## src/rtl/ureg_n.sv

```systemverilog
// ureg_n: WIDTH-bit universal register with load, shift, rotate and up/down count.
// Asynchronous active-low reset to RST_VAL. The carry/shift-out flag is a one-operation pulse.
`default_nettype none

module ureg_n #(
   parameter int unsigned          WIDTH   = 8,
   parameter logic [WIDTH-1:0]     RST_VAL = '0
) (
   input  logic             clk_i,
   input  logic             rst_n_i,
   input  logic             en_i,
   input  logic             clr_i,
   input  logic [2:0]       mode_i,
   input  logic [WIDTH-1:0] d_i,
   input  logic             sin_i,
   output logic [WIDTH-1:0] q_o,
   output logic             co_o,
   output logic             zero_o
);

   localparam logic [2:0] MODE_HOLD = 3'b000;
   localparam logic [2:0] MODE_LOAD = 3'b001;
   localparam logic [2:0] MODE_SHL  = 3'b010;
   localparam logic [2:0] MODE_SHR  = 3'b011;
   localparam logic [2:0] MODE_ROL  = 3'b100;
   localparam logic [2:0] MODE_ROR  = 3'b101;
   localparam logic [2:0] MODE_INC  = 3'b110;
   localparam logic [2:0] MODE_DEC  = 3'b111;

   localparam logic [WIDTH-1:0] ONE = {{(WIDTH-1){1'b0}}, 1'b1};

   logic [WIDTH-1:0] q_q, q_d;
   logic             co_q, co_d;

   always_comb begin
      q_d  = q_q;
      co_d = co_q;
      if (en_i) begin
         if (clr_i) begin
            // Clear goes to zero, deliberately not to RST_VAL.
            q_d  = '0;
            co_d = 1'b0;
         end else begin
            unique case (mode_i)
               MODE_HOLD: begin
                  q_d  = q_q;
                  co_d = 1'b0;
               end
               MODE_LOAD: begin
                  q_d  = d_i;
                  co_d = 1'b0;
               end
               MODE_SHL: begin
                  q_d  = {q_q[WIDTH-2:0], sin_i};
                  co_d = q_q[WIDTH-1];
               end
               MODE_SHR: begin
                  q_d  = {sin_i, q_q[WIDTH-1:1]};
                  co_d = q_q[0];
               end
               MODE_ROL: begin
                  q_d  = {q_q[WIDTH-2:0], q_q[WIDTH-1]};
                  co_d = q_q[WIDTH-1];
               end
               MODE_ROR: begin
                  q_d  = {q_q[0], q_q[WIDTH-1:1]};
                  co_d = q_q[0];
               end
               MODE_INC: begin
                  q_d  = q_q + ONE;
                  co_d = &q_q;
               end
               MODE_DEC: begin
                  q_d  = q_q - ONE;
                  co_d = ~|q_q;
               end
               default: begin
                  q_d  = q_q;
                  co_d = 1'b0;
               end
            endcase
         end
      end
   end

   always_ff @(posedge clk_i or negedge rst_n_i) begin
      if (!rst_n_i) begin
         q_q  <= RST_VAL;
         co_q <= 1'b0;
      end else begin
         q_q  <= q_d;
         co_q <= co_d;
      end
   end

   assign q_o    = q_q;
   assign co_o   = co_q;
   assign zero_o = ~|q_q;

endmodule

`default_nettype wire

```

## config.mk

```make
export PLATFORM = sky130hd
export DESIGN_NAME = ureg_n
export DESIGN_NICKNAME = d
export VERILOG_FILES = /design/src/rtl/ureg_n.sv
export SDC_FILE = /design/constraint.sdc
export NUM_CORES = 1
export LEC_CHECK = 0
export ABC_AREA = 1
export CORE_AREA = 2 2 51 53
export CTS_CLUSTER_DIAMETER = 30
export DETAILED_ROUTE_END_ITERATION = 8
export DIE_AREA = 0 0 53 55
export PLACE_DENSITY = 0.72
export SLEW_MARGIN = 5
export SYNTH_ARGS = -nofsm -noshare
export SYNTH_HDL_FRONTEND = slang
export SYNTH_SLANG_ARGS = --single-unit
```

## constraint.sdc

```tcl
create_clock -name clk_i -period 1.7 [get_ports clk_i]
set_input_delay 0.255 -clock clk_i [delete_from_list [all_inputs] [get_ports clk_i]]
set_output_delay 0.255 -clock clk_i [all_outputs]
set_load 0.02 [all_outputs]
```

**Word-level counts from Yosys, hierarchy flattened**

Cells that the tools add are included.

- Register bits: 9
- Input bits: 16
- Output and inout bits: 10
- Logic and storage cells: 24

- $add $sub $neg: 2
- Equal/unequal tests: 8
- Mux-type cells: 4
- Reduce and logical (&&, ||, !) cells: 8

Operators with widths:

| kind | count |
|---|---|
| 8-bit one-hot mux with 7 select lines | 1 |
| 3-bit equality test, second input constant | 4 |
| 8-bit by 1-bit adder with 8-bit output, second input constant | 1 |
| 8-bit 2-to-1 mux | 1 |
| 8-bit AND reduction | 1 |
| 8-bit OR reduction | 1 |
| 8-bit by 1-bit subtractor with 8-bit output, second input constant | 1 |
| 3-bit by 2-bit equality test with 1-bit output, second input constant | 2 |
| 2-bit OR reduction | 3 |
| 1-bit one-hot mux with 5 select lines | 1 |
| 3-bit by 1-bit equality test with 1-bit output, second input constant | 1 |
| 3-bit zero test | 1 |
| 2-bit != test, second input constant | 1 |
| 2-bit AND reduction | 1 |
| 1-bit zero test | 1 |
| 1-bit 2-to-1 mux | 1 |

**Longest topological paths before layout**

Gate-level depths: netlist of the first run.

- Depth after elaboration: 4
- Mapped depth: 16

**Worst setup path after synthesis of the first run**

No wires, ideal clock.

- Path kind: input-to-reg
- Start: input mode_i[1]
- End: register q_q[6] (netlist: q_o[6])
- Data arrival time: 1479 ps
- Required time: 1583 ps
- Slack: 104 ps
- Stages on the path: 15
- Cells stage by stage: buf_4 nand2_2 nor2_4 nand2_1 nand2_1 inv_1 ha_1 nor2_1 nor2_1 nand3_1 nand3_1 nand3_1 nand2_1 nand2_1 nand2_1

- Cells in the longest elaborated chain, start to end: 3
- Elaborated cells on any way between the ends: 12
- Those cells by class: eq/ne (8); mux (2); reduce/logical (2)

RTL lines:

| what | RTL line | text |
|---|---|---|
| start: declaration | 13 | `input logic [2:0] mode_i,` |
| 3-bit equality test, or another cell as far along | 44 | `unique case (mode_i)` |
| 8-bit one-hot mux with 7 select lines or 2-bit != test (tied branches) | - |  |
| 8-bit 2-to-1 mux or 2-bit AND reduction (tied branches) | - |  |
| end signal: assignment | 91 | `q_q <= q_d;` |
| end: declaration | 32 | `logic [WIDTH-1:0] q_q, q_d;` |

Parallel ways exist; a longest one is shown, timed or not.
A chain may end at the register's enable or synchronous reset.

**Worst setup path in the final report of the first run**

- Start: register q_q[1] (netlist: q_o[1])
- End: register q_q[2] (netlist: q_o[2])

- Cells in the longest elaborated chain, start to end: 3
- Elaborated cells on any way between the ends: 4
- Those cells by class: add/sub (2); mux (2)

RTL lines:

| what | RTL line | text |
|---|---|---|
| 8-bit by 1-bit subtractor with 8-bit output or 8-bit by 1-bit adder with 8-bit output (tied branches) | 74, 70 |  |
| 8-bit one-hot mux with 7 select lines * | 44 |  |
| 8-bit 2-to-1 mux * | 39 | `if (clr_i) begin` |

Mark *: on every way between the ends. The rest lies on a longest branch, timed or not.

==> impl_metrics.yaml, run 1 <==
status:
  status: "finished with violations"
  violations: "negative setup slack"
worst_setup_path:
  cp-end-kind: "register"
  worstPathRequired_ps: 1900
  worstPathArrival_ps: 1940
  critPathLaunchType: "register"
  worst-path-buf-inv: 5
  crit_fanout: 6
  crit_slowest_cell: "dfrtp_1"
  worstSetupPathType: "register to register"
  critPathTopFamily: "buffers and inverters"
  slowest_delay_ps: 390
  crit_path_frequent_cell: "nand2_1"
  path_cells: "buf_6 > inv_4 > nand2_1 > nand2_1 > inv_2 > ha_4 > inv_1 > nand2_1 > nand2_2 > buf_4 > nand3_2 > a31oi_1 > o21ai_1 > o21ai_1"
floorplan:
  num_rows: 18
  die_h_um: 55
  dieArea_um2: 2920
  die_w_um: 53
  ios: 26
  core-area_um2: 2360
  start_util: 0.428
route:
  vias: 1442
  first_pass_iters: 4
  drt_iter0_markers: 65
  route.detailed.drc: 0
  wire_per_inst_um: 13.9
  routed_wl_um: 3720
  drt.antenna.violating_nets: 0
  vias_per_cell: 5.38
clock_tree:
  clk_latency_ps: 270
  cts_made_buffers: 3
  cts_buffer_depth: 2
  hold_buffers: 0
  cts_sinks: 9
  clk_pin_slew_worst_paths_ps: 60
  htreeDepth: 1
  cts_tree: "yes"
  cts_root_buf: "clkbuf_4"
grt:
  antenna_found_initial: 0
  grt_max_degree: 11
  grt_pass1_wl_um: 5870
  grt_overflow: 0
  grt_use_total: 0.279
  grt_pass1_vias: 1312
power:
  leakage_nw: 0.822
  vdd_ir_drop_max_uv: 533
  power_density_nw_per_um2: 579
synth:
  synth_area_um2: 1010
  synth_top_cell_by_area: "dfrtp_1"
  synth_cells: 175
  synth.distinct_cells: 24
  yosysTopAreaCellShare: 0.223
  synth_area_leaders: "dfrtp_1 22%, nand2_1 22%, nand3_1 11%"
  synth_nets: 192
  ys_warn_count: 0
  ys_ff_latch: 9
  ys_seq_area_frac: 0.223
  avgSynthCellArea_um2: 5.78
placed_design:
  port_buffers: 25
  hpwlAfterDp_um: 2920
  dp_cells: 263
  gp_congestion: 1.01
  placed_area_um2: 1540
timing:
  fin_hold_ws_ps: 290
  worstMarginPinSlew_ps: 559
  rsz0062_at_grt: "yes"
  period_minus_slack_ps: 1750
  finClkSkew_ps: 4.02
  final-max-slew-violation-count: 0
  relSlewSlack: 0.625
  setup_slack_ps: -45.1
  hold_violations: 0
  post-route-period-util: 1.03
  setup-violations-final: 1
  max_freq_ghz: 0.573
cells_and_area:
  stdcell_count: 268
  syn_to_final_growth_pct: 59.4
  design_area_um2: 1610
  final_common_cell: "nand2_1"
  antennaDiodeCount: 0
  final_cell_mix: "57 x nand2_1, 36 x buf_4, 21 x clkdlybuf4s50_1"
  fin_nets: 256
  drive_gt1_frac: 0.239
min_path:
  hold_class: "input port to asynchronous set/reset pin"
run:
  drv_cap: 0
synth_stat cells:
cell type  number
nand4_1         6
o21ai_0         8
nor2_1         18
a41o_1          1
o22ai_1         2
a221oi_1        5
buf_6           1
dfrtp_1         9
inv_1          22
nor2_2          2
o21ai_1         4
o211ai_1        2
clkinv_1        1
xor2_1          1
nand3_1        22
buf_4           2
a21oi_1         3
nand2_2         2
nand3_2         1
nor2_4          1
nor4_1          1
nand2_1        59
ha_1            1
a31oi_1         1
per-layer routing:
metal | vias to the layer above | GRT usage | part of all wire
met2 | 77 | 0.498 | 0.51
met4 | 0 | 0.145 | 0.023
met3 | 9 | 0.0403 | 0.080
met1 | 647 | 0.325 | 0.39
met5 | - | 0 | 0
li1 | 709 | - | -
per-stage QoR:
step,worst slack (ps),total power (W),setup TNS (ps),utilization
4_1_cts,0.635,0.000910,0,0.664
5_1_grt,-87.8,0.000996,-227,0.681
6_report,-45.1,0.000934,-45.1,0.681
3_5_place_dp,-446,0.000744,-2870,0.652
2_1_floorplan,104,0.000489,0,-
3_3_place_gp,-363,0.000735,-2180,0.652
sequential cells by signal, summed over array words and instances, names as in the netlist:
signal and count:
q_o 8, co_o 1
repair_timing:
action	CTS	global route
pin swaps	1	12
setup buffers	0	1
setup endpoints to repair	8	4
gates resized for setup	6	15
power by group:
| group | leakage, nW | internal (W) | switching [W] |
|---|---|---|---|
| Combinational | 0.687 | 0.000233 | 0.000285 |
| Sequential | 0.120 | 0.000235 | 0.0000121 |
| Clock | 0.0150 | 0.0000907 | 0.0000781 |
| Total | 0.822 | 0.000559 | 0.000375 |
area by class of cell:
class / instances / area [um^2]
sequential: 9 / 225
tap: 30 / 37.5
multi-input combinational: 140 / 711
fill: 216 / 753
timing repair buffer: 62 / 523
inverter: 23 / 88.8
clock buffer: 4 / 26.3
logic make-up (layout without fill, tap and decap cells):
| group | count (synthesis) | count (layout) | share of synthesized area |
|---|---|---|---|
| flops | 9 | 9 | 0.223 |
| buf+inv | 26 | 89 | 0.111 |
| compound gates | 26 | 26 | 0.161 |
| fa+ha+maj | 1 | 1 | 0.0124 |
| simple gates | 112 | 112 | 0.484 |
| xor+xnor | 1 | 1 | 0.00866 |
final timing paths:
| check | startpoint | to | slack (ps) | cells after the start |
|---|---|---|---|---|
| min in group clk_i | co_o | co_o | 550 | 2 |
| worst max register to register | q_o[1] | q_o[2] | -50 | 14 |
| worst max-delay path | q_o[1] | q_o[2] | -50 | 14 |
| worst min register to register | co_o | co_o | 550 | 2 |
| worst min-delay path | rst_n_i | q_o[0] | 290 | 1 |
| max in group asynchronous | rst_n_i | q_o[7] | 1110 | 1 |
No activity file was read; power rests on OpenSTA's default activity.
==> inputs of run 2 (changes only) <==
CORE_AREA = 2 2 60 45   (was 2 2 51 53)
DIE_AREA = 0 0 62 47   (was 0 0 53 55)
PLACE_DENSITY = 0.73   (was 0.72)
==> run 2 against run 1 <==
The flow now finishes without violations. First-iteration DRC count is 75% higher. Cell count up 1.5%. Hold slack worse by 1.0 ps. Critical endpoint is now q_o[4]. Critical path depth is 12 lower. Largest power group unchanged. Utilization increased by 1.3 points. Design area rose by 1.1%. Clock power is 5% higher. Non-clock buffer count is the same. Via count rose by 6.9%. Die area about the same.
==> impl_metrics.yaml, run 2 (synthesized netlist as in run 1, its figures left out) <==
timing:
  post-route-period-util: 0.980
  fin_hold_ws_ps: 289
  hold_violations: 0
  setup-violations-final: 0
  final-max-slew-violation-count: 0
  finClkSkew_ps: 5.18
  rsz0062_at_grt: "yes"
  relSlewSlack: 0.580
  setup_slack_ps: 34.6
  worstMarginPinSlew_ps: 625
  max_freq_ghz: 0.600
  period_minus_slack_ps: 1670
run:
  drv_cap: 0
route:
  first_pass_iters: 7
  vias_per_cell: 5.67
  drt_iter0_markers: 114
  drt-met1-wl_um: 1580
  top_layer_used: "met4"
  routed_wl_um: 3960
  drt.antenna.violating_nets: 0
  wl_met2_um: 1740
  vias: 1542
  met3_length_um: 460
  route.detailed.drc: 0
  wire_per_inst_um: 14.6
floorplan:
  start_util: 0.431
  die_h_um: 47
  dieArea_um2: 2910
  ios: 26
  die_w_um: 62
  num_rows: 15
  core-area_um2: 2350
worst_setup_path:
  crit_fanout: 6
  worstPathRequired_ps: 1440
  worstSetupPathType: "register to primary output"
  cp-end-kind: "primary output"
  crit_path_start: "q_o[4]"
  worstPathArrival_ps: 1410
  critPathCapture: "q_o[4]"
  r2r_end: "q_o[6]"
  r2r-start: "q_o[1]"
  r2r_cells: 14
  critPathLaunchType: "register"
  r2r_slack_ps: 40
grt:
  grt_use_total: 0.284
  grt_overflow: 0
  grt_max_degree: 10
  antenna_found_initial: 0
  grt_pass1_wl_um: 5930
  grt_pass1_vias: 1332
clock_tree:
  cts_buffer_depth: 2
  cts_made_buffers: 3
  hold_buffers: 0
  cts_root_buf: "clkbuf_4"
  cts_sinks: 9
  clk_pin_slew_worst_paths_ps: 70
  cts_tree: "yes"
  clk_latency_ps: 270
  htreeDepth: 1
cells_and_area:
  antennaDiodeCount: 0
  fin_nets: 256
  final_cell_mix: "55 x nand2_1, 36 x buf_4, 22 x nand3_1"
  fillers: 217
  final_common_cell: "nand2_1"
  largest_register_ffs: 8
  syn_to_final_growth_pct: 61.1
  stdcell_count: 272
  drive_gt1_frac: 0.256
power:
  leakage_nw: 0.850
  vdd_ir_drop_max_uv: 341
  power_density_nw_per_um2: 593
placed_design:
  port_buffers: 25
  gp_congestion: 0.955
  hpwlAfterDp_um: 3000
  place_ws_ps: -383
  dp_cells: 267
min_path:
  hold_class: "input port to asynchronous set/reset pin"
status:
  status: "finished clean"
[run 2: changes by cell type in the layout (fill, tap and decap cells not counted), sizes merged]
cell / change
clkbuf: -1
clkdlybuf4s15: +1
dlymetal6s2s: +2
clkdlybuf4s50: -2
[run 2: worst min path at each step]
stage / slack (ps) / to / startpoint / cells after the start
after floorplan: -40 / co_o / rst_n_i / 0
after global placement: 520 / co_o / co_o / 2
after detailed placement: 530 / co_o / co_o / 2
after CTS: 300 / q_o[5] / rst_n_i / 1
after global routing: 310 / q_o[5] / rst_n_i / 1
final: 290 / q_o[5] / rst_n_i / 1
[run 2: stage by stage]
step | setup TNS [ps] | total power (W) | area [um^2] | util
floorplan | 0 | 0.000489 | 1010 | -
global placement | -2160 | 0.000742 | 1550 | 0.660
detailed placement | -2760 | 0.000748 | 1550 | 0.660
CTS | 0 | 0.000926 | 1570 | 0.670
global route | -36.2 | 0.00102 | 1630 | 0.694
finish | 0 | 0.000966 | 1630 | 0.694
[run 2: report_power, final]
part           total, W  switching [W]  internal, W
combinational  0.000539       0.000296     0.000243
sequential     0.000249      0.0000134     0.000235
clock          0.000178      0.0000874    0.0000910
total          0.000966       0.000397     0.000569
[run 2: cell type report]
| cell class | count | area, um^2 | area share |
|---|---|---|---|
| multi-input combinational | 140 | 714 | 0.439 |
| timing repair buffer | 62 | 534 | 0.328 |
| sequential | 9 | 225 | 0.138 |
| inverter | 23 | 86.3 | 0.0530 |
| tap | 34 | 42.5 | 0.0261 |
| clock buffer | 4 | 26.3 | 0.0161 |
[run 2: what timing repair did]
item                                    in CTS  in global routing
setup buffers                                0                  1
cloned                                       0                  0
resized for setup                            7                 18
endpoints found under the setup margin       7                  7
pin swaps                                    1                 11
[run 2: critical path, stage by stage (launching register included)]
cell and delay (ps):
dfrtp_1 380, buf_4 160, clkdlybuf4s50_1 600
[run 2: metal layers]
layer | GRT usage | vias up
met5 | 0.0179 | -
met4 | 0.0936 | 0
met3 | 0.0716 | 33
met2 | 0.458 | 122
met1 | 0.373 | 675
li1 | - | 712
==> inputs of run 3 (changes only) <==
MAX_ROUTING_LAYER = met4   (was unset)
clock period = 1.8 ns   (was 1.7 ns; I/O delays follow)
==> run 3 against run 2 <==
Non-clock buffer count is 3 lower. Cell count down 1.1%. Die area unchanged. Utilization decreased by 2.7 points. Design area decreased by 3.9%. Clock power decreased by 4%. Flip-flop and latch count stayed put. Clock skew rose by 0.50 ps. Power fell by 10%. Highest routed layer unchanged.
==> impl_metrics.yaml, run 3 (synthesized netlist as in run 1, its figures left out) <==
cells_and_area:
  final_cell_mix: "58 x nand2_1, 34 x buf_4, 21 x inv_1, 21 x nand3_1, 21 x clkdlybuf4s50_1"
  antennaDiodeCount: 0
  drive_gt1_frac: 0.213
  largest_register_ffs: 8
  syn_to_final_growth_pct: 54.8
  design_area_um2: 1570
  fillers: 233
  fin_nets: 253
  final_common_cell: "nand2_1"
placed_design:
  placed_area_um2: 1530
  port_buffers: 25
  hpwlAfterDp_um: 2980
  place_ws_ps: -347
  gp_congestion: 0.918
floorplan:
  die_w_um: 62
  num_rows: 15
  start_util: 0.431
  dieArea_um2: 2910
  core-area_um2: 2350
  die_h_um: 47
  ios: 26
timing:
  period_minus_slack_ps: 1690
  relSlewSlack: 0.616
  final-max-slew-violation-count: 0
  finClkSkew_ps: 5.69
  setup-violations-final: 0
  max_freq_ghz: 0.592
  post-route-period-util: 0.939
  hold_violations: 0
  setup_slack_ps: 110
  worstMarginPinSlew_ps: 572
route:
  wire_per_inst_um: 13.6
  vias: 1451
  drt_iter0_markers: 109
  route.detailed.drc: 0
  first_pass_iters: 5
  routed_wl_um: 3650
  drt.antenna.violating_nets: 0
  vias_per_cell: 5.39
grt:
  grt_overflow: 0
  grt_pass1_vias: 1353
  grt_pass1_wl_um: 5740
  grt_max_degree: 10
  antenna_found_initial: 0
  grt_use_total: 0.283
clock_tree:
  cts_root_buf: "clkbuf_4"
  cts_made_buffers: 3
  cts_buffer_depth: 2
  clk_pin_slew_worst_paths_ps: 70
  hold_buffers: 0
  cts_sinks: 9
  clk_latency_ps: 280
  cts_tree: "yes"
  htreeDepth: 1
worst_setup_path:
  worstSetupPathType: "register to primary output"
  crit_path_frequent_cell: "nor2_1"
  critPathLaunchType: "register"
  cp-end-kind: "primary output"
  r2r-start: "q_o[1]"
  r2r_cells: 14
  path_cells: "nor2_1 > nand3_1 > nor2_1 > clkbuf_2"
  worstPathArrival_ps: 1420
  slowest_delay_ps: 380
  r2r_end: "q_o[4]"
  crit_fanout: 2
  r2r_slack_ps: 140
  crit_slowest_cell: "dfrtp_1"
  worstPathRequired_ps: 1530
run:
  drv_cap: 0
power:
  vdd_ir_drop_max_uv: 343
  power_density_nw_per_um2: 554
  leakage_nw: 0.802
status:
  status: "finished clean"
min_path:
  hold_class: "input port to asynchronous set/reset pin"
-- run 3: cell count changes in the layout (fill, tap and decap cells not counted), moves of 2 or more --
| cell | previous run | this run |
|---|---|---|
| buf_4 | 36 | 34 |
| clkdlybuf4s50_1 | 19 | 21 |
| dlymetal6s2s_1 | 2 | 0 |
| inv_1 | 18 | 21 |
| inv_2 | 4 | 1 |
| nand2_1 | 55 | 58 |
| nand2_2 | 6 | 3 |
| nor2_1 | 14 | 16 |
-- run 3: layout make-up --
cell class,instances,area (um^2),area share
sequential,9,225,0.144
timing repair buffer,59,497,0.317
inverter,23,86.3,0.0552
clock buffer,4,26.3,0.0168
multi-input combinational,140,688,0.440
tap,34,42.5,0.0272
-- run 3: repair_timing --
action | in CTS | in global routing
setup buffers | 0 | 0
gates resized for setup | 4 | 8
setup endpoints to repair | 2 | 2
pin swaps | 1 | 3
hold endpoints to repair | 0 | 0
-- run 3: worst max path at each step --
stage	startpoint	to	slack [ps]	depth (start not counted)
2_1_floorplan	mode_i[1]	q_o[6]	190	15
3_3_place_gp	mode_i[2]	q_o[6]	-300	15
3_5_place_dp	mode_i[1]	q_o[6]	-350	15
4_1_cts	q_o[1]	zero_o	30	4
5_1_grt	q_o[1]	q_o[6]	-0.7	14
6_report	q_o[1]	zero_o	110	4
-- run 3: per-layer routing --
layer,vias up,GRT usage,share of wire
li1,705,-,-
met1,658,0.345,0.42
met2,76,0.475,0.46
met3,12,0.0551,0.088
met4,0,0.0851,0.026
met5,-,-,0
-- run 3: power by group --
group / internal, W / leakage, nW / switching [W] / total, W
combinational: 0.000205 / 0.667 / 0.000258 / 0.000463
clock: 0.0000861 / 0.0150 / 0.0000838 / 0.000170
sequential: 0.000222 / 0.120 / 0.0000115 / 0.000234
total: 0.000514 / 0.802 / 0.000353 / 0.000867
-- run 3: stage by stage --
stage | hold slack (ps) | total power [W] | utilization | setup TNS [ps] | std cells
floorplan | -25.6 | 0.000461 | - | 0 | 175
global placement | 521 | 0.000686 | 0.653 | -1290 | 265
detailed placement | 526 | 0.000694 | 0.653 | -1710 | 265
CTS | 301 | 0.000857 | 0.662 | 0 | 269
global route | 319 | 0.000921 | 0.667 | -0.663 | 269
finish | 290 | 0.000867 | 0.667 | 0 | 269
-- run 3: critical path: cells and delay by family (launching register included) --
kind / cells / cell delay [ps]
and+or+nand+nor: 3 / 560
buffers and inverters: 1 / 200
DFF: 1 / 380
==> RTL edit 1 (flow settings as in run 3) <==
Reset style: synchronous (`rst_n_i`), changed in one clocked block. Comments in the files are not updated.
--- a/src/rtl/ureg_n.sv
+++ b/src/rtl/ureg_n.sv
@@ -84,5 +84,5 @@
    end
 
-   always_ff @(posedge clk_i or negedge rst_n_i) begin
+   always_ff @(posedge clk_i) begin
       if (!rst_n_i) begin
          q_q  <= RST_VAL;
Formal check against the unedited RTL: differs if rst_n_i is asserted again (counterexample within 4 cycles, from zero or initial values and one cycle with rst_n_i low); with rst_n_i held inactive, the same outputs for 10 cycles.
==> RTL edit 1 against run 3 <==
  * Clock power fell by 6%
  * Via count shrank 2.3%
  * Routed wire length down 8.8%
  * Synthesized area increased by 2.7%
  * Synthesized cell count up 4.0%
  * Sequential cell count unchanged
  * Design area grew 1.8%
  * Largest cell class unchanged
  * Power shrank 27%
  * Setup slack got worse by 14 ps
==> RTL edit 1: results (changes against run 3) <==
Clock buf/inv share -> 1.650% (-0.029 points)
Skew-Pair Late Insertion Delay -> 260 ps (-20 ps)
fraction of area in multi-input gates -> 46.11% (+2.1 points)
Detailed Route Iter0 Violations -> 94 (-14%)
Compound-Gate Fraction of Synth Area -> 19.40% (+3.3 points)
hpwl dp -> 2693 µm (-9.6%)
worst vdd rail ir drop -> 0.4206 mV (+22%)
clock sinks -> 9 (unchanged)
ranking of synthesized cells by area -> nand2_1, dfxtp_1, nand3_1
GR Util All Layers -> 24.96% (-3.4 points)
Yosys cell types -> 31 (+29%)
Avg WL per Cell -> 12.11 µm (-11%)
cell with the largest stage delay on the worst path -> dlygate4sd2_1
status -> finished, final reports clean
CP max FO -> 7 (+5)
crit path from -> mode_i[0]
Hold Path Class -> flip-flop to flip-flop
share of cells above drive strength 1 -> 22.41% (+1.1 points)
nets -> 259 (+2.4%)
worst reg2reg setup slack -> 210 ps (+70 ps)
Clock buffer cells -> 4 (unchanged)
DR vias -> 1,418 (-2.3%)
inverter count -> 26 (+13%)
Layout Skew -> 0.4022 ps (-5.283 ps)
met3 WL -> 232 µm (-28%)
vias in the first global route -> 1,196 (-12%)
Arr. time, crit path -> 1890 ps (+470 ps)
number of non-clock buffers -> 60 (+1.7%)
CP endpoint -> q_o[7]
FF-to-FF path depth -> 15 (+1)
DRT Pass-1 Iters -> 4 (-1)
Synth Flop Type -> dfxtp_1
post-synth top area share -> 22.05% (-0.23 points)
top sig layer -> met4
met2 WL -> 1486 µm (-12%)
most common library cells after synthesis -> nand2_1, inv_1, nand3_1, nor2_1, a21oi_1
Least-Margin Pin Slew -> 322.1 ps (-250.3 ps)
Seq/Total Area, Yosys -> 17.35% (-4.9 points)
Synth Area in XOR/XNOR -> 0.8434% (-0.023 points)
# fillers -> 210 (-9.9%)
Largest stage delay, worst path -> 330 ps (-50 ps)
FF-to-FF Start -> q_o[1]
pre-CTS WS -> -456.9 ps (-109.5 ps)
Post-Syn Nets -> 199 (+3.6%)
Seq/total area -> 11.55% (-2.8 points)
worst setup margin -> 96.44 ps (-13.94 ps)
DRT met1 WL -> 1596 µm (+2.9%)
Hold EP -> co_o
multi-input gate count -> 142 (+1.4%)
Leak -> 0.7862 nW (-2.0%)
routability cong. -> 0.9784 (+6.5%)
FFs w/ async S/R, synth -> 0% (-100 points)
Post-CTS Setup Bufs -> 0 (unchanged)
reg2reg end -> q_o[4]
NonClk Buf Share -> 31.74% (about the same)
adder-cell share of the synthesized area -> 1.205% (-0.033 points)
first-pass GRT wire length -> 5216 µm (-9.1%)
mux cell area share after synthesis -> 0% (unchanged)
## RTL edit 1: changes by cell type after synthesis, sizes merged, moves of 7 or more
cell and change:
o21ai -7, dfrtp -9, a21oi +10, dfxtp +9
## RTL edit 1: metrics by stage
stage	power, mW	hold slack (ps)	instance area, µm²	utilization (%)	cells
2_1_floorplan	0.3509	444.8	1039	-	182
3_3_place_gp	0.4708	455.7	1555	66.29	271
3_5_place_dp	0.4759	474.1	1555	66.29	271
4_1_cts	0.6276	489.1	1577	67.20	275
5_1_grt	0.6647	515.3	1593	67.89	275
6_report	0.6297	483.0	1593	67.89	275
## RTL edit 1: report_power, final
group,leakage [nW],total (mW),internal (mW),switching [mW]
Combinational,0.697,0.262,0.122,0.140
Clock,0.0150,0.159,0.0856,0.0732
Sequential,0.0737,0.209,0.204,0.00436
Total,0.786,0.630,0.412,0.218
## RTL edit 1: metal layers
layer  GRT usage [%]  up-vias
met1           36.03      638
met5               -        -
met4           4.255        0
met3           3.306        4
li1                -      717
met2           37.50       59
==> RTL edit 2 (settings of run 3) <==
Made on the original files. Set the parameter `WIDTH` to 6 (it was 8).
--- a/src/rtl/ureg_n.sv
+++ b/src/rtl/ureg_n.sv
@@ -4,5 +4,5 @@
 
 module ureg_n #(
-   parameter int unsigned          WIDTH   = 8,
+   parameter int unsigned          WIDTH   = 6,
    parameter logic [WIDTH-1:0]     RST_VAL = '0
 ) (
Interface: changed (resized d_i and q_o); port bits go from 26 to 22. No check against the original RTL was run, so the function may have changed too.
==> RTL edit 2 against run 3 <==
  * Sequential cell count down 2
  * Critical path depth unchanged
  * Largest power group unchanged
  * Power shrank 20%
  * Synthesized area is 15% lower
  * Utilization fell by 11 points
  * Design area shrank 17%
  * Critical endpoint unchanged
  * Die area did not move
  * Setup slack got worse by 35 ps
  * Routed wire length down 25%
  * Global-route usage fell by 6.4 points
  * Highest routed layer is now met3
==> RTL edit 2: results (changes against run 3) <==
status -> finished, final reports clean
worst vdd rail ir drop -> 0.3022 mV (-12%)
DRT met1 WL -> 1289 µm (-17%)
met3 WL -> 209 µm (-35%)
Leak -> 0.6850 nW (-15%)
Detailed Route Iter0 Violations -> 73 (-33%)
GR Util All Layers -> 21.96% (-6.4 points)
first-pass GRT wire length -> 4478 µm (-22%)
DRT Pass-1 Iters -> 4 (-1)
max reg flops -> 6 (-2)
hpwl dp -> 2256 µm (-24%)
met2 GRT Util -> 32.29% (-15 points)
routability cong. -> 0.9134 (-0.54%)
Avg WL per Cell -> 12.37 µm (-8.9%)
largest net degree at the start of global routing -> 11 (+1)
met2 WL -> 1235 µm (-27%)
DR vias -> 1,090 (-25%)
share of cells above drive strength 1 -> 22.99% (+1.7 points)
Post-DP Area -> 0.001265 mm² (-17%)
M3 GR Usage -> 4.132% (-1.4 points)
DP Cell Count -> 217 (-18%)
Arr. time, crit path -> 1460 ps (+40 ps)
CP max FO -> 3 (+1)
ranking of synthesized cells by area -> dfrtp_1, nand2_1, nand3_1
Buffers on Ports -> 21 (-16%)
nets -> 203 (-20%)
FF-to-FF path depth -> 12 (-2)
Reg clk slew, reported paths -> 50 ps (-20 ps)
Seq/Total Area, Yosys -> 20.38% (-1.9 points)
Yosys cell types -> 27 (+13%)
worst setup margin -> 74.97 ps (-35.41 ps)
total wire length -> 2733 µm (-25%)
-- RTL edit 2: cell types whose count changed after synthesis, sizes merged, moves of 2 or more --
| cell | delta |
|---|---|
| nand2 | -17 |
| nand4 | -3 |
| nor2 | -5 |
| nor3 | +2 |
| inv | -2 |
| dfrtp | -2 |
| o21ai | -3 |
| nand3 | -3 |
| a21oi | +3 |
| o211ai | -2 |
| a221oi | -3 |
-- RTL edit 2: layout make-up --
type | count | area (µm²)
fillers | 246 | 1041
multi-input cells | 110 | 583.1
repair buffers | 46 | 400.4
flip-flops and latches | 7 | 175.2
inverters | 20 | 77.57
well taps | 34 | 42.54
clock buffers | 4 | 26.28
-- RTL edit 2: worst min path at each step --
stage	startpoint	end	slack, ps	cells after the start
after floorplan	rst_n_i	co_o	-30	0
after global placement	co_o	co_o	540	2
after detailed placement	co_o	co_o	530	2
after CTS	rst_n_i	q_o[1]	280	1
after global routing	rst_n_i	q_o[5]	280	1
final	rst_n_i	q_o[5]	280	1
-- RTL edit 2: what timing repair did --
item,CTS,global route
setup endpoints to repair,2,3
setup buffers,1,0
pin swaps,1,4
gates resized for setup,2,7
-- RTL edit 2: kinds of logic (layout without fill, tap and decap cells) --
kind of cell / count (synthesis) / after routing / synth area share (%)
fa+ha+maj: 1 / 1 / 1.455
flops: 7 / 7 / 20.38
simple gates: 87 / 87 / 50.07
compound gates: 21 / 21 / 13.97
xor+xnor: 1 / 1 / 1.019
buf+inv: 24 / 70 / 13.10
-- RTL edit 2: worst max-delay path, stage by stage (launching register included) --
cell and delay [ps]:
dfrtp_1 410, inv_2 90, nand2_1 50, nor3_1 260, dlygate4sd2_1 370
-- RTL edit 2: where the power goes --
part,switching [mW],internal [mW]
combinational,0.204,0.165
sequential,0.00947,0.173
clock,0.0617,0.0849
total,0.275,0.423
